$ cat config.mk
export PLATFORM = sky130hd
export DESIGN_NAME = nbit_comparator
export DESIGN_NICKNAME = d
export VERILOG_FILES = /design/src/rtl/nbit_cmp_pkg.sv /design/src/rtl/cmp_slice.sv /design/src/rtl/nbit_comparator.sv
export SDC_FILE = /design/constraint.sdc
export NUM_CORES = 1
export LEC_CHECK = 0
export CAP_MARGIN = 10
export CORE_AREA = 2 2 39 41
export DETAILED_ROUTE_END_ITERATION = 8
export DIE_AREA = 0 0 41 43
export PLACE_DENSITY_LB_ADDON = 0.12
export SYNTH_ARGS = -nofsm -noshare
export SYNTH_HDL_FRONTEND = slang
export SYNTH_SLANG_ARGS = --single-unit
$ cat constraint.sdc
create_clock -name clk -period 1.1 [get_ports clk]
set_clock_uncertainty 0.05 [all_clocks]
set_input_delay 0.165 -clock clk [delete_from_list [all_inputs] [get_ports clk]]
set_output_delay 0.165 -clock clk [all_outputs]
set_load 0.005 [all_outputs]
$ cat src/rtl/nbit_cmp_pkg.sv
// Shared result encoding and slice-count helper for the registered magnitude comparator.
package nbit_cmp_pkg;

    typedef enum logic [2:0] {
        CMP_NONE = 3'b000,
        CMP_LT   = 3'b001,
        CMP_EQ   = 3'b010,
        CMP_GT   = 3'b100
    } cmp_res_e;

    // Number of compare slices needed to cover n bits with slices of width w.
    function automatic int slice_count(input int n, input int w);
        return (n + w - 1) / w;
    endfunction

endpackage

$ cat src/rtl/cmp_slice.sv
// One W-bit slice of the compare tree: unsigned gt/eq of its operand slices.
// Purely combinational; no state, no flow control.
module cmp_slice #(
    parameter int W = 4
) (
    input  logic [W-1:0] a_s,
    input  logic [W-1:0] b_s,
    output logic         gt,
    output logic         eq
);

    assign gt = (a_s > b_s);
    assign eq = (a_s == b_s);

endmodule

$ cat src/rtl/nbit_comparator.sv
// Registered N-bit magnitude comparator with one-hot gt/eq/lt result (y2/y1/y0).
// Latency 1 cycle; no backpressure, accepts a new pair every cycle.
module nbit_comparator
    import nbit_cmp_pkg::*;
#(
    parameter int N       = 4,
    parameter int SIGNED  = 0,
    parameter int SLICE_W = 4
) (
    input  logic         clk,
    input  logic         rst,
    input  logic         in_valid,
    input  logic [N-1:0] a,
    input  logic [N-1:0] b,
    output logic         y2,
    output logic         y1,
    output logic         y0,
    output logic         out_valid
);

    localparam int NS = slice_count(N, SLICE_W);
    localparam int NP = NS * SLICE_W;

    logic [N-1:0]  a_adj;
    logic [N-1:0]  b_adj;
    logic [NP-1:0] a_pad;
    logic [NP-1:0] b_pad;
    logic [NS-1:0] slice_gt;
    logic [NS-1:0] slice_eq;
    logic          decided;
    cmp_res_e      cmp_res;
    cmp_res_e      res_q;

    // Flipping the sign bit maps two's-complement order onto unsigned order.
    always_comb begin
        a_adj = a;
        b_adj = b;
        if (SIGNED != 0) begin
            a_adj[N-1] = ~a[N-1];
            b_adj[N-1] = ~b[N-1];
        end
    end

    assign a_pad = NP'(a_adj);
    assign b_pad = NP'(b_adj);

    for (genvar i = 0; i < NS; i++) begin : g_slice
        cmp_slice #(
            .W (SLICE_W)
        ) u_slice (
            .a_s (a_pad[i*SLICE_W +: SLICE_W]),
            .b_s (b_pad[i*SLICE_W +: SLICE_W]),
            .gt  (slice_gt[i]),
            .eq  (slice_eq[i])
        );
    end

    // Most-significant unequal slice decides; all-equal falls through to EQ.
    always_comb begin
        cmp_res = CMP_EQ;
        decided = 1'b0;
        for (int i = NS - 1; i >= 0; i--) begin
            if (!decided && !slice_eq[i]) begin
                decided = 1'b1;
                cmp_res = slice_gt[i] ? CMP_GT : CMP_LT;
            end
        end
    end

    always_ff @(posedge clk) begin
        if (rst) begin
            res_q     <= CMP_NONE;
            out_valid <= 1'b0;
        end else begin
            out_valid <= in_valid;
            if (in_valid) begin
                res_q <= cmp_res;
            end
        end
    end

    assign {y2, y1, y0} = res_q;

endmodule

# [Yosys cells after proc, flatten, opt, wreduce, memory -nomap -nowiden]
# Cells that the tools add are included.
[classes] mux=2 eq_ne=1 magnitude_cmp=1
[op_table] cell="3-bit two-way mux" count=2
[op_table] cell="4-bit == test" count=1
[op_table] cell="4-bit > comparator" count=1
[word_totals] out_inout_bits=4 register_bits=4 in_bits=11 wordCells=6

# [Depth between registers and ports, before layout]
# Gate-level depths: netlist (run 1).
[logic_depth] word_depth=3 depth_mapped=6

# [Cells and area by module]
# Synthesis (run 1) repeated with hierarchy kept, for this count alone.
[hier_totals] cells_unflattened=26 area_unflattened_um2=251.5
[modules_own_cells] module="nbit_comparator" instances=1 area_per_inst_um2=142.6 cells_each=13 seq_area_each_um2=80.1
[modules_own_cells] module="cmp_slice" instances=1 area_per_inst_um2=108.9 cells_each=13 seq_area_each_um2=0.0

# [Worst setup path after synthesis (run 1)]
# Ideal clock, no wire load.
[synth_timing] kind="in2reg" startpoint="input b[1]" endpoint="register res_q[2]" arrival_time_ps=984 path_stages=6 setup_slack_ps=-50 setup_time_ps=115 cell_sequence="inv_1 > ha_1 > nor2b_1 > o211ai_2 > nand2_1 > a31o_1"
[synth_via] elab_chain_cells=3 elab_cells_between_ends=4 classes_between="1 x order compare; 1 x eq/ne; 2 x mux"
[synth_rtl] item="from (decl)" line="nbit_comparator.sv:14" rtl="input logic [N-1:0] b,"
[synth_rtl] item="4-bit > comparator" line="cmp_slice.sv:12" rtl="assign gt = (a_s > b_s);"
[synth_rtl] item="3-bit two-way mux" line="nbit_comparator.sv:65" rtl="cmp_res = slice_gt[i] ? CMP_GT : CMP_LT;"
[synth_rtl] item="3-bit two-way mux (*)" line="nbit_comparator.sv:63" rtl="if (!decided && !slice_eq[i]) begin"
[synth_rtl] item="to (signal assigned)" line="nbit_comparator.sv:77" rtl="res_q <= cmp_res;"
[synth_rtl] item="to (decl)" line="nbit_comparator.sv:32" rtl="cmp_res_e res_q;"
# Every way passes the cells marked *; elsewhere a longest branch is shown, timed or not.
# A chain may end at the register's enable or synchronous reset.

# [Worst setup path in the final report (run 1)]
[layout_timing] startpoint="input a[1]" endpoint="register res_q[2]"
[layout_via] elab_chain_cells=3 elab_cells_between_ends=4 classes_between="1 x order compare; 1 x eq/ne; 2 x mux"
[layout_rtl] item="from (decl)" line="nbit_comparator.sv:13" rtl="input logic [N-1:0] a,"
[layout_rtl] item="4-bit > comparator" line="cmp_slice.sv:12"
[layout_rtl] item="3-bit two-way mux" line="nbit_comparator.sv:65"
[layout_rtl] item="3-bit two-way mux (*)" line="nbit_comparator.sv:63"
# Marked as above.

==> results of run 1 <==
worst max-delay path, delay by kind of cell:
kind	cells	cell delay, ns
compound gates	2	0.34
simple gates	2	0.19
buf+inv	1	0.20
fa+ha+maj	1	0.22
per-stage QoR:
| stage | util, % | instances |
|---|---|---|
| floorplan | - | 27 |
| global route | 32.3 | 60 |
| CTS | 32.5 | 60 |
| global placement | 29.7 | 57 |
| detailed placement | 29.7 | 57 |
| finish | 32.3 | 60 |
power breakdown:
part	total [uW]	leakage, uW	internal [uW]	switching, uW
Combinational	116	0.000164	68.4	47.7
Sequential	158	0.0000329	155	3.42
Clock	177	0.0000138	122	55.2
placed cells by master, fill, tap and decap left out:
cell and count:
clkbuf_4 3, a31o_1 1, ha_2 1, a21oi_1 2, nor3b_1 1, ha_4 3
nand4_1 2, nor2_1 3, o211ai_2 1, clkdlybuf4s50_1 2, nor2b_4 1, inv_1 2
dlygate4sd2_1 10, a21oi_2 1, dfxtp_1 4, clkbuf_2 1, inv_2 3, clkdlybuf4s15_1 1
nand2_1 2
layout make-up:
cell class,instances,area (um2)
fillers,158,937
clock buffers,3,22.5
flip-flops and latches,4,80.1
repair buffers,14,123
well taps,16,20.0
inverters,5,18.8
multi-input cells,18,183
per-layer routing:
metal	GRT usage, %	part of all wire [%]
met5	0	0
met4	6.00	0
met3	0	7.4
met2	14.4	53
met1	6.11	39
sequential cells by signal, summed over array words and instances, names as in the netlist:
signal / count
res_q: 3
out_valid: 1
worst max-delay path by stage:
stage                     slack, ns        to
after floorplan                0.03  res_q[2]
after global placement        -0.49  res_q[2]
after detailed placement      -0.51  res_q[2]
after CTS                     -0.04  res_q[2]
after global routing           0.02  res_q[2]
final                          0.07  res_q[2]
repair_timing:
item,in CTS,in global routing
setup endpoints to repair,7,2
resized for setup,18,3
pin swaps,8,3
kinds of logic (layout without fill, tap and decap cells):
group / count (synthesis) / in the layout / synth area share, %
simple gates: 9 / 9 / 19.6
compound gates: 5 / 5 / 15.8
buf+inv: 5 / 22 / 8.15
fa+ha+maj: 4 / 4 / 21.7
flops: 4 / 4 / 34.8
==> flow_summary.ini, run 1 <==
[placement]
post-place-ws_ns = -0.513
dpl_cell_area_um2 = 410
hpwlAfterDp_um = 439
portBuffers = 14
routabilityCongestion = 0.646

[detailed_routing]
dr.pass1.iters = 1
routedWlPerCell_um = 8.60
drc_errors = 0
drt-total-wl_um = 516
drtIter0Drc = 0
postRouteAntennaNets = 0
viasPerCell = 4.10
num_vias = 246

[timing]
worst_pin_slew_ns = 0.170
whs_ns = 0.396
hold_violations = 0
finalSetupTns_ns = 0
setup_viol = 0
post-route-min-period_ns = 1.03
maxSlewViolCount = 0
rsz0062_at_grt = false
fmax_ghz = 0.967
slew_headroom_pct = 88.7
worst_slack_ns = 0.0656
final.period_utilization_pct = 94.0

[grt]
grt.total_usage_pct = 7.43
grt_pass1_wl_um = 897
grt_start_max_net_pins = 5
grt.overflow.total = 0
antenna_found_initial = 0
grt_pass1_vias = 279

[clocking]
cts_hold_buf = 0
cts_buffers = 3
root_buffer = clkbuf_4
cts_sinks = 4
clock_latency_ns = 0.23
clkTransAtPathRegs_ns = 0.04
cts_tree = done
ctsHtreeMaxLevel = 1
clock_path_buffers = 2
cts_setup_buffers = 0

[setup_path]
worst-r2r-cell-count = 2
startpoint_type = primary input
crit_path_end_kind = flip-flop
crit_type = primary input to flip-flop
r2r_slack_ns = 0.33
max_stage_delay_ns = 0.22
reg2reg_from = res_q[2]
worstReg2RegEnd = res_q[2]
path_cells = clkdlybuf4s15_1 > ha_4 > nor2b_4 > o211ai_2 > nand2_1 > a31o_1
crit_fanout = 2
cp_slowest_cell = ha_4
crit_path_start = a[1]
crit_required_ns = 1.17
crit_arrival_ns = 1.10

[floorplan]
die_h_um = 43
row_count = 14
fp.dieW_um = 41
initial_utilization_pct = 16.6
fp.dieArea_um2 = 1760
core_area_um2 = 1380
ioPinCount = 15

[job]
maxCapViolCount = 0

[final_layout]
final_nets = 61
n_antenna_cell = 0
drive_gt1_share_pct = 31.8
areaGrowthSynthToFinish_pct = 94.0
stdcell_area_um2 = 447

[logic_synthesis]
syn_inst = 27
synth.area.top_cells = dfxtp_1 35%, ha_1 22%, inv_1 8.2%
ys_seq_area_share_pct = 34.8
yosysUniqueCellTypes = 11
syn_area_um2 = 230
ys_dominant_reg_cell = dfxtp_1
yosysTopAreaCellShare_pct = 34.8
synth_edf_count = 0
ys_warn_count = 0
yosys.area.top_type = dfxtp_1
synth_common_cells = 5 x inv_1, 4 x dfxtp_1, 4 x ha_1
ys_ff_latch = 4
yosys.cell_count.top_type = inv_1
syn_area_per_cell_um2 = 8.53
async_flop_share_pct = 0
syn_nets = 42

[worst_hold_path]
holdPathEnd = res_q[0]
hold_depth = 2
hold_class = flip-flop to flip-flop
hold_start = res_q[0]

[power]
ir_drop_v = 0.000223
p_leak_uw = 0.000211
finalPower_uw = 451
powerDensity_nw_per_um2 = 1010

[run_status]
status = completed
Power figures use the tool's default switching activity.
==> run 2, diff against run 1 <==
--- a/config.mk
+++ b/config.mk
@@ -7,6 +7,7 @@
 export LEC_CHECK = 0
 export CAP_MARGIN = 10
 export CORE_AREA = 2 2 39 41
+export CTS_CLUSTER_SIZE = 28
 export DETAILED_ROUTE_END_ITERATION = 8
 export DIE_AREA = 0 0 41 43
 export PLACE_DENSITY_LB_ADDON = 0.12
==> results of run 2 <==
The final DEF is identical to that of run 1; final timing and power are the same.
==> run 3, diff against run 2 <==
--- a/config.mk
+++ b/config.mk
@@ -10,6 +10,7 @@
 export CTS_CLUSTER_SIZE = 28
 export DETAILED_ROUTE_END_ITERATION = 8
 export DIE_AREA = 0 0 41 43
+export MAX_ROUTING_LAYER = met4
 export PLACE_DENSITY_LB_ADDON = 0.12
 export SYNTH_ARGS = -nofsm -noshare
 export SYNTH_HDL_FRONTEND = slang
==> results of run 3 <==
The final DEF is identical to that of run 1; final timing and power are the same.
Among the figures that moved: final weighted congestion in routability-driven placement 0.646 -> 0.652; overall routing resource usage 7.43% -> 7.61%
